===== src/rtl/render_sequencer.sv =====
// Frame-level scheduler for the mandelbrot_math pixel loop: one CLEAR pass, then MAX_PASSES
// iterate passes. Draw-mode changes are applied only at frame boundaries, which are found by counting pixel acks.
module render_sequencer #(
    parameter int FRAME_PIXELS = 384000,
    parameter int MAX_PASSES   = 127,
    parameter int PCNT_W       = 19
) (
    input  logic       i_Clk,
    input  logic       i_Reset,
    input  logic       i_Start,
    input  logic       i_Julia,
    input  logic       i_Px_Ack,
    output logic [1:0] o_Draw,
    output logic       o_Pause,
    output logic       o_Busy,
    output logic [7:0] o_Pass,
    output logic       o_Done
);

    typedef enum logic [1:0] {
        ST_IDLE,
        ST_CLEAR,
        ST_ITER
    } state_t;

    localparam logic [1:0]        DRAW_CLEAR      = 2'd0;
    localparam logic [1:0]        DRAW_MANDELBROT = 2'd1;
    localparam logic [1:0]        DRAW_JULIA      = 2'd2;
    localparam logic [PCNT_W-1:0] LAST_PIX        = PCNT_W'(FRAME_PIXELS - 1);
    localparam logic [7:0]        LAST_PASS       = 8'(MAX_PASSES);

    state_t            state_q, state_d;
    logic [PCNT_W-1:0] pix_cnt_q, pix_cnt_d;
    logic [7:0]        pass_q, pass_d;
    logic              pend_q, pend_d;
    logic              julia_q, julia_d;
    logic [1:0]        draw_q, draw_d;
    logic              pause_q, pause_d;
    logic              busy_q, busy_d;
    logic              done_q, done_d;

    logic count_en;
    logic eof;
    logic [1:0] mode_code;

    // Acks that arrive while the loop is paused are not real pixels and must not move the counter.
    assign count_en  = !pause_q && i_Px_Ack;
    assign eof       = count_en && (pix_cnt_q == LAST_PIX);
    assign mode_code = julia_q ? DRAW_JULIA : DRAW_MANDELBROT;

    always_comb begin
        state_d   = state_q;
        pix_cnt_d = pix_cnt_q;
        pass_d    = pass_q;
        pend_d    = pend_q;
        julia_d   = julia_q;
        draw_d    = draw_q;
        pause_d   = pause_q;
        busy_d    = busy_q;
        done_d    = 1'b0;

        if (count_en) begin
            pix_cnt_d = eof ? '0 : pix_cnt_q + 1'b1;
        end

        case (state_q)
            ST_IDLE: begin
                if (i_Start) begin
                    julia_d = i_Julia;
                    state_d = ST_CLEAR;
                    draw_d  = DRAW_CLEAR;
                    pause_d = 1'b0;
                    busy_d  = 1'b1;
                    pass_d  = 8'd0;
                end
            end

            ST_CLEAR, ST_ITER: begin
                if (i_Start) begin
                    pend_d  = 1'b1;
                    julia_d = i_Julia;
                end
                // A restart request (pending or arriving right now) overrides the normal frame transition.
                if (eof) begin
                    if (pend_q || i_Start) begin
                        state_d = ST_CLEAR;
                        pass_d  = 8'd0;
                        draw_d  = DRAW_CLEAR;
                        pend_d  = 1'b0;
                    end else if (state_q == ST_CLEAR) begin
                        state_d = ST_ITER;
                        pass_d  = 8'd1;
                        draw_d  = mode_code;
                    end else if (pass_q < LAST_PASS) begin
                        pass_d = pass_q + 8'd1;
                    end else begin
                        state_d = ST_IDLE;
                        pass_d  = 8'd0;
                        done_d  = 1'b1;
                        pause_d = 1'b1;
                        busy_d  = 1'b0;
                    end
                end
            end

            default: begin
                state_d = ST_IDLE;
            end
        endcase
    end

    always_ff @(posedge i_Clk) begin
        if (i_Reset) begin
            state_q   <= ST_IDLE;
            pix_cnt_q <= '0;
            pass_q    <= 8'd0;
            pend_q    <= 1'b0;
            julia_q   <= 1'b0;
            draw_q    <= DRAW_CLEAR;
            pause_q   <= 1'b1;
            busy_q    <= 1'b0;
            done_q    <= 1'b0;
        end else begin
            state_q   <= state_d;
            pix_cnt_q <= pix_cnt_d;
            pass_q    <= pass_d;
            pend_q    <= pend_d;
            julia_q   <= julia_d;
            draw_q    <= draw_d;
            pause_q   <= pause_d;
            busy_q    <= busy_d;
            done_q    <= done_d;
        end
    end

    assign o_Draw  = draw_q;
    assign o_Pause = pause_q;
    assign o_Busy  = busy_q;
    assign o_Pass  = pass_q;
    assign o_Done  = done_q;

endmodule


===== config.mk =====
export PLATFORM = sky130hd
export DESIGN_NAME = render_sequencer
export DESIGN_NICKNAME = d
export VERILOG_FILES = /design/src/rtl/render_sequencer.sv
export SDC_FILE = /design/constraint.sdc
export NUM_CORES = 1
export LEC_CHECK = 0
export ABC_AREA = 1
export CELL_PAD_IN_SITES_DETAIL_PLACEMENT = 1
export CELL_PAD_IN_SITES_GLOBAL_PLACEMENT = 1
export CORE_UTILIZATION = 41
export CTS_CLUSTER_DIAMETER = 200
export DETAILED_ROUTE_END_ITERATION = 12
export DONT_BUFFER_PORTS = 1
export PLACE_DENSITY_LB_ADDON = 0.1
export SYNTH_ARGS = -nofsm -noshare
export SYNTH_HDL_FRONTEND = slang
export SYNTH_SLANG_ARGS = --single-unit

===== constraint.sdc =====
create_clock -name i_Clk -period 1.58 [get_ports i_Clk]
set_input_delay 0.316 -clock i_Clk [delete_from_list [all_inputs] [get_ports i_Clk]]
set_output_delay 0.316 -clock i_Clk [all_outputs]
set_load 0.005 [all_outputs]

==> flow_summary_export.csv, run 1 <==
group,metric,value,unit
power,cellPowerDensity,1240,nW/um^2
clock_tree,cts_sinks,36,
synthesis,async_flop_share,0,
clock_tree,clockBufferDepth,2,
power,p_leak,1.10,nW
sta,setup_viol,0,
synthesis,synth_edf_count,0,
detailed_routing,met1_length,2840,microns
power,power.total,3.19,mW
sta,rsz0062_at_grt,"true",
synthesis,synthTopCellsByArea,"dfxtp_1, nand2_1, nor2_1",
grt,grt_max_degree,12,
die,die_h,72.5,microns
clock_tree,worstSkewPairLatency,0.30,ns
critical_path,critPathLaunchType,"flop",
clock_tree,cts_buffers,5,
finish,layout_commonest_cell,"nand2_1",
power,vdd_ir_drop_max,0.655,mV
detailed_routing,met3_wirelength,194,microns
finish,diodes,0,
critical_path,cp-end-kind,"flop",
critical_path,crit_top_cell,"nand3_4",
synthesis,yosysSeqAreaShare,0.354,
synthesis,synth-seq-cells,36,
grt,gr-usage-all-layers,0.242,
die,core_area,4750,sq um
place,place_area,2310,sq um
finish,drive_above_1_share,0.285,
critical_path,slowest_stage,"dfxtp_2",
finish,post-route-util,0.541,
place,globalplace.congestion,0.819,
grt,grt_first_pass_wirelength,9740,microns
place,dp_hpwl,4360,microns
synthesis,syn-num-nets,306,
critical_path,critPathMaxFanout,9,
die,dieArea,5260,sq um
detailed_routing,routed.top_layer,"met4",
critical_path,critPathTopFamily,"simple AND/OR/NAND/NOR gates",
clock_tree,cts_tree,"yes",
finish,post-route-cell-area,2570,sq um
sta,fmax,657,MHz
critical_path,cp_data_required_time,1.76,ns
die,rows,25,
finish,mostFrequentLayoutCells,"nand2_1, inv_1, nor2_1, buf_4, dfxtp_1",
synthesis,synth_area,2040,sq um
finish,syn_to_final_growth,26.2,%
detailed_routing,num_vias,2025,
sta,finalCriticalPeriod,1.52,ns
detailed_routing,viasPerCell,5.01,
detailed_routing,drt_iter0_drc,82,
sta,post-route-period-util,0.963,
detailed_routing,drt-wirelength-per-cell,14.3,microns
sta,finalHoldViolations,0,
synthesis,synthCells,296,
grt,antenna_found_initial,0,
grt,overflow,0,
finish,final_net_count,346,
synthesis,yosys.area.top_type,"dfxtp_1",
critical_path,crit_type,"flop to flop",
die,die_x,72.5,microns
critical_path,worstPathCellList,"ha_2, nand3_4, nor2_8, nand3_4, nand2_8, nand4_1, nand2_1, a21oi_1",
critical_path,cp_slowest_stage_delay,0.33,ns
die,ioPinCount,18,
synthesis,yosysWarnings,0,
detailed_routing,dr.pass1.iters,4,
detailed_routing,routed_wirelength,5790,microns
synthesis,avgSynthCellArea,6.89,sq um
outcome,status,"finished clean",
synthesis,ys_types,34,
critical_path,critPathArrivalTime,1.71,ns
detailed_routing,ant_nets,0,
sta,maxSlewViolCount,0,
detailed_routing,wl_met2,2690,microns
clock_tree,clk_pin_slew,0.08,ns
sta,finClkSkew,0.00845,ns
critical_path,crit_buf_inv,0,
sta,tightest_slew,0.334,ns
grt,grt_pass1_vias,2037,
place,port_buffers,0,
run,drv_cap,0,
synthesis,synth_top_area_frac,0.354,
detailed_routing,drc,0,
synthesis,synthFlopType,"dfxtp_1",
sta,final.setup.tns,0,ns
hold_path,hold_path_class,"input pin to flop",
clock_tree,clock_tree.root_cell,"clkbuf_8",
die,initial_core_util,0.429,
clock_tree,cts_max_level,2,
sta,slew_headroom,0.777,
-- report_power, final --
| part | switching (mW) | total (mW) | internal, mW | leakage [nW] |
|---|---|---|---|---|
| sequential | 0.0572 | 1.06 | 1.00 | 0.296 |
| clock | 0.352 | 0.820 | 0.469 | 0.0552 |
| combinational | 0.776 | 1.31 | 0.532 | 0.750 |
-- state kept, by name, indices dropped and copies added (netlist names) --
signal / flops
o_Busy: 1
o_Draw: 2
o_Pass: 8
o_Pause: 1
pend_q: 1
state_q: 2
o_Done: 1
pix_cnt_q: 19
julia_q: 1
-- what timing repair did --
item,in CTS,in global routing
setup buffers,2,4
hold buffers,0,0
resized for setup,5,27
endpoints found under the setup margin,10,20
gates cloned,0,1
pin swaps,3,7
-- logic make-up after synthesis --
family,Yosys count,synth area share
xor gates and xnor gates,2,0.00860
adders and majority gates,5,0.0307
buffers and inverters,51,0.102
AOI/OAI and AO/OA,40,0.117
and+or+nand+nor,162,0.388
DFF,36,0.354
-- worst register-to-register path, delay by kind of cell, from the launching register on --
family,cells,cell delay (ns)
AO/OA/AOI/OAI,1,0.06
adder cells (fa/ha/maj),1,0.20
AND/OR/NAND/NOR,6,0.82
flip-flops,1,0.33
-- final timing paths --
kind / from / to / slack, ns / cells past startpoint
min reg2reg: pix_cnt_q[7] / pix_cnt_q[7] / 0.45 / 1
min: i_Reset / state_q[1] / 0.08 / 1
max: pix_cnt_q[0] / o_Pass[6] / 0.06 / 8
max reg2reg: pix_cnt_q[0] / o_Pass[6] / 0.06 / 8
-- Yosys cell counts, types with 2 or more instances --
| cell type | count |
|---|---|
| a211oi_1 | 2 |
| a21oi_1 | 19 |
| a21oi_2 | 2 |
| dfxtp_1 | 36 |
| ha_1 | 5 |
| inv_1 | 40 |
| inv_2 | 7 |
| nand2_1 | 62 |
| nand2_2 | 7 |
| nand2_4 | 2 |
| nand3_1 | 20 |
| nand3_4 | 3 |
| nand4_1 | 9 |
| nor2_1 | 41 |
| nor2_2 | 3 |
| nor3_1 | 10 |
| nor4_1 | 2 |
| o21ai_0 | 8 |
| o21ai_1 | 3 |
-- final cells by class --
class                           count  area (sq um)
Inverter                           49           185
Tap cell                           67          83.8
Timing Repair Buffer               34           259
Fill cell                         625          2180
Clock buffer                        6          72.6
Multi-Input combinational cell    210          1210
Clock inverter                      2          35.0
Sequential cell                    36           731
-- layer usage --
layer | vias up | GRT usage
met5 | - | 0
met2 | 24 | 0.385
li1 | 1037 | -
met3 | 6 | 0.0458
met1 | 958 | 0.335
met4 | 0 | 0.0654
-- metrics by stage --
stage                     setup slack, ns  std cells  hold WS [ns]
final                              0.0581        404        0.0769
after global routing              -0.0456        404        0.0665
after CTS                         0.00806        399        0.0711
after detailed placement          -0.0594        389         0.384
after global placement            0.00431        389         0.383
after floorplan                   0.00316        296         0.445
No activity file was read; power rests on OpenSTA's default activity.
==> inputs of run 2 (changes only) <==
CORE_ASPECT_RATIO = 0.8   (was default)
==> run 2 against run 1 <==
Sequential cell count unchanged. Core utilization up 2.0 points. Largest power group unchanged. Final cell count decreased by 1.5%. Wire length grew 8.5%. Largest cell class unchanged. Global-route usage is 1.2 points higher. Sequential power about the same. Clock power is 23% lower. The flow now finishes with violations (setup timing). Register-to-register slack lost 0.06 ns. Worst hold slack better by 0.0028 ns.
==> flow_summary_export.csv, run 2 (same netlist as run 1, synthesis figures left out) <==
group,metric,value,unit
outcome,status,"complete, but fails checks",
power,p_switching,1.29,mW
sta,post-route-period-util,1.00,
die,dieArea,5260,sq um
power,p_leak,1.12,nW
power,p_comb_frac,0.464,
run,drv_cap,0,
die,rows,22,
finish,fin_cells,398,
detailed_routing,drt-wirelength-per-cell,15.8,microns
clock_tree,cts_buffers,5,
clock_tree,cts_tree,"yes",
detailed_routing,drt_iter0_drc,96,
finish,largest_reg_flops,19,
critical_path,critPathArrivalTime,1.81,ns
sta,fin_ws,-0.00451,ns
critical_path,crit_end,"o_Draw[1]",
finish,mostFrequentLayoutCells,"nand2_1, inv_1, buf_4, nor2_1, dfxtp_1",
grt,grt_pass1_vias,2087,
sta,finClkSkew,0.0120,ns
finish,drive_above_1_share,0.340,
place,port_buffers,0,
place,globalplace.congestion,0.824,
detailed_routing,dr.pass1.iters,4,
critical_path,crit_start,"pix_cnt_q[1]",
grt,antenna_found_initial,0,
sta,finalCriticalPeriod,1.58,ns
power,clkPwrFrac,0.200,
critical_path,r2r_cells,7,
sta,final.setup.tns,-0.00451,ns
finish,post-route-cell-area,2630,sq um
sta,rsz0062_at_grt,"true",
outcome,violations,"setup timing",
die,initial_core_util,0.436,
sta,finalHoldViolations,0,
critical_path,timing.rr.end,"o_Draw[1]",
critical_path,critPathMaxFanout,6,
finish,largest_register,"pix_cnt_q",
clock_tree,cts_hold_buf,0,
sta,tightest_slew,0.321,ns
place,place_area,2330,sq um
power,pwr-share-seq,0.337,
grt,gr-usage-all-layers,0.255,
critical_path,crit_type,"flop to flop",
detailed_routing,drc,0,
die,die_x,80.8,microns
grt,grt_first_pass_wirelength,10100,microns
sta,maxSlewViolCount,0,
power,p_int,1.89,mW
critical_path,critPathLaunchType,"flop",
place,dp_hpwl,4720,microns
critical_path,cp_data_required_time,1.81,ns
detailed_routing,num_vias,2090,
clock_tree,cts_max_level,2,
sta,fmax,631,MHz
clock_tree,clock_tree.root_cell,"clkbuf_8",
clock_tree,cts_sinks,36,
sta,setup_viol,1,
clock_tree,clockBufferDepth,2,
die,core_area,4680,sq um
grt,overflow,0,
finish,final_net_count,348,
finish,layout_commonest_cell,"nand2_1",
sta,slew_headroom,0.785,
critical_path,r2r-start,"pix_cnt_q[1]",
hold_path,hold_path_class,"input pin to flop",
finish,diodes,0,
detailed_routing,viasPerCell,5.25,
detailed_routing,routed_wirelength,6280,microns
critical_path,r2r_slack,-0.005,ns
clock_tree,worstSkewPairLatency,0.29,ns
power,switching_share,0.405,
power,cellPowerDensity,1210,nW/um^2
finish,syn_to_final_growth,28.9,%
place,numPlacedInstances,386,
grt,grt_max_degree,12,
die,ioPinCount,18,
clock_tree,clk_pin_slew,0.07,ns
detailed_routing,ant_nets,0,
critical_path,cp-end-kind,"flop",
sta,whs,0.0797,ns
die,die_h,65.1,microns
power,vdd_ir_drop_max,0.719,mV
[run 2: cell types whose count changed in the layout (fill, tap and decap cells not counted), moves of 3 or more]
cell	delta
a21oi_1	-3
a21oi_2	+3
nand2_1	-3
nand2_2	+3
nand3_1	-3
nor2_1	-4
nor2_2	+3
o21ai_0	+3
o21ai_1	-3
[run 2: metal layers]
metal,vias to the layer above,part of all wire,GRT usage
li1,1049,-,-
met1,1001,0.50,0.373
met2,32,0.45,0.373
met3,8,0.040,0.0521
met4,0,0.0097,0.0670
met5,-,0,0
[run 2: how the worst min path moves through the flow]
stage / startpoint / end / slack (ns) / cells past startpoint
after floorplan: pend_q / pend_q / 0.45 / 2
after global placement: i_Reset / o_Pass[4] / 0.38 / 1
after detailed placement: i_Reset / o_Pass[4] / 0.39 / 1
after CTS: i_Reset / state_q[1] / 0.07 / 1
after global routing: i_Reset / state_q[1] / 0.07 / 1
final: i_Reset / state_q[0] / 0.08 / 1
[run 2: timing repair]
item,4_1_cts,5_1_grt
gates resized for setup,11,39
pin swaps,8,8
setup endpoints to repair,11,25
gates cloned,2,0
buffers inserted,1,2
[run 2: power groups by stage]
stage | Sequential, mW | Clock, mW | Combinational, mW
floorplan | 1.09 | 0 | 0.728
global placement | 1.08 | 0 | 1.18
detailed placement | 1.08 | 0 | 1.23
CTS | 1.07 | 0.652 | 1.34
global route | 1.08 | 0.681 | 1.61
finish | 1.07 | 0.634 | 1.47
[run 2: stage by stage]
stage	power (mW)	setup slack, ns	util
after floorplan	1.81	0.00316	-
after global placement	2.26	-0.00189	0.498
after detailed placement	2.31	-0.0797	0.498
after CTS	3.06	-0.0357	0.531
after global routing	3.37	-0.100	0.561
final	3.18	-0.00451	0.561
[run 2: layout make-up]
cell class                 instances  area (sq um)
clock buffer                       6          72.6
clock inverter                     1          5.00
fill                             612          2050
multi-input combinational        211          1290
inverter                          49           189
tap                               60          75.1
timing repair buffer              35           267
sequential                        36           732
[run 2: critical path: stages (launching register included)]
cell and delay, ns:
dfxtp_2 0.33, ha_2 0.21, nand3_4 0.10, nor2_8 0.14
nand3_4 0.17, a21oi_4 0.31, nand3_1 0.13, a21oi_1 0.13
==> inputs of run 3 (changes only) <==
--- a/config.mk
+++ b/config.mk
@@ -16,2 +16,3 @@
 export PLACE_DENSITY_LB_ADDON = 0.1
+export SKIP_CTS_REPAIR_TIMING = 1
 export SYNTH_ARGS = -nofsm -noshare
==> constraint.sdc (replaced) <==
create_clock -name i_Clk -period 1.58 [get_ports i_Clk]
set_input_delay 0.158 -clock i_Clk [delete_from_list [all_inputs] [get_ports i_Clk]]
set_output_delay 0.158 -clock i_Clk [all_outputs]
set_load 0.005 [all_outputs]
==> run 3 against run 2 <==
Design area up 0.14%. The run ends with hold timing left. Wire length fell by 0.37%. Core utilization is 0.080 points higher. Largest cell class unchanged.
==> flow_summary_export.csv, run 3 (same netlist as run 1, synthesis figures left out) <==
group,metric,value,unit
power,cellPowerDensity,1240,nW/um^2
critical_path,critPathLaunchType,"flop",
detailed_routing,viasPerCell,5.19,
hold_path,worstHoldStart,"i_Reset",
clock_tree,cts_buffers,5,
critical_path,r2r_cells,8,
critical_path,crit_buf_inv,3,
die,die_h,65.1,microns
clock_tree,worstSkewPairLatency,0.30,ns
sta,post-route-period-util,0.994,
finish,final_net_count,346,
grt,grt_pass1_vias,2016,
critical_path,slowest_stage,"dfxtp_2",
finish,nFillCells,621,
detailed_routing,ant_nets,0,
grt,grt_first_pass_wirelength,9800,microns
finish,syn_to_final_growth,29.1,%
place,globalplace.congestion,0.817,
detailed_routing,num_vias,2059,
finish,mostFrequentLayoutCells,"nand2_1, inv_1, nor2_1, buf_4, dfxtp_1",
critical_path,crit_type,"flop to flop",
grt,antenna_found_initial,0,
sta,tightest_slew,0.356,ns
clock_tree,clockBufferDepth,2,
outcome,violations,"hold timing",
clock_tree,cts_tree,"yes",
sta,finClkSkew,0.00582,ns
critical_path,cp_slowest_stage_delay,0.34,ns
detailed_routing,drt_iter0_drc,78,
place,dp_slack,-0.0540,ns
place,dp_hpwl,4510,microns
clock_tree,cts_max_level,2,
die,ioPinCount,18,
critical_path,r2r-start,"state_q[1]",
finish,diodes,0,
outcome,status,"complete, but fails checks",
place,port_buffers,0,
hold_path,hold_path_end,"state_q[0]",
finish,multi_input_area,1280,sq um
hold_path,hold_depth,1,
critical_path,critPathTopFamily,"buffers and inverters",
sta,finalHoldViolations,10,
power,p_leak,1.14,nW
clock_tree,cts_sinks,36,
finish,post-route-util,0.562,
run,drv_cap,0,
die,initial_core_util,0.436,
sta,rsz0062_at_grt,"true",
sta,fmax,637,MHz
critical_path,timing.rr.end,"o_Pass[2]",
finish,post-route-cell-area,2630,sq um
sta,whs,-0.0909,ns
sta,finalCriticalPeriod,1.57,ns
grt,overflow,0,
place,place_area,2320,sq um
detailed_routing,drc,0,
grt,grt_max_degree,12,
die,dieArea,5260,sq um
clock_tree,clk_pin_slew,0.08,ns
detailed_routing,dr.pass1.iters,4,
sta,maxSlewViolCount,0,
die,core_area,4680,sq um
sta,setup_viol,0,
critical_path,cp-end-kind,"flop",
critical_path,worstPathCellList,"buf_4, ha_1, clkinvlp_4, nand3_4, clkinv_2, nand2_1, nand2_1, nor2_1",
power,vdd_ir_drop_max,0.843,mV
critical_path,r2r_slack,0.01,ns
hold_path,hold_path_class,"input pin to flop",
critical_path,critPathMaxFanout,8,
sta,fin_ws,0.00975,ns
clock_tree,clock_tree.root_cell,"clkbuf_8",
finish,largest_reg_flops,19,
die,die_x,80.8,microns
finish,drive_above_1_share,0.335,
critical_path,cp_data_required_time,1.82,ns
finish,largest_register,"pix_cnt_q",
detailed_routing,drt-wirelength-per-cell,15.8,microns
critical_path,crit_top_cell,"nand2_1",
finish,layout_commonest_cell,"nand2_1",
grt,gr-usage-all-layers,0.248,
die,rows,22,
sta,slew_headroom,0.761,
finish,register_area,737,sq um
detailed_routing,routed_wirelength,6260,microns
critical_path,critPathArrivalTime,1.81,ns
==> run 3: worst max-delay path by stage <==
stage	from	to	slack, ns	cells after the start
floorplan	state_q[0]	o_Busy	0.003	10
global placement	pix_cnt_q[0]	state_q[1]	0.01	9
detailed placement	state_q[1]	o_Pause	-0.05	10
CTS	state_q[1]	o_Busy	-0.10	10
global route	pix_cnt_q[11]	o_Busy	-0.06	8
finish	state_q[1]	o_Pass[2]	0.01	8
==> run 3: area by class of cell <==
| cell class | count | share of cell area |
|---|---|---|
| tap | 60 | 0.0285 |
| sequential | 36 | 0.280 |
| multi-input combinational | 210 | 0.485 |
| timing repair buffer | 34 | 0.0999 |
| clock buffer | 8 | 0.0342 |
| inverter | 49 | 0.0718 |
==> run 3: per-layer routing <==
metal  global-route usage  up-vias  part of all wire
li1                     -     1044                 -
met1                0.377      964              0.51
met2                0.341       43              0.43
met3               0.0549        8             0.046
met4               0.0670        0             0.015
met5                    0        -                 0
==> run 3: where the power goes <==
part           total [mW]  internal (mW)  switching (mW)  leakage, nW
Clock               0.717          0.356           0.360       0.0455
Sequential           1.07           1.00          0.0698        0.297
Combinational        1.47          0.578           0.888        0.793
==> run 3: metrics by stage <==
step | setup TNS [ns] | cells | power [mW] | hold slack, ns
3_5_place_dp | -0.123 | 385 | 2.28 | 0.227
5_1_grt | -0.295 | 397 | 3.45 | -0.102
3_3_place_gp | 0 | 385 | 2.26 | 0.225
4_1_cts | -0.339 | 393 | 2.98 | -0.0808
2_1_floorplan | 0 | 296 | 1.81 | 0.323
6_report | 0 | 397 | 3.25 | -0.0909
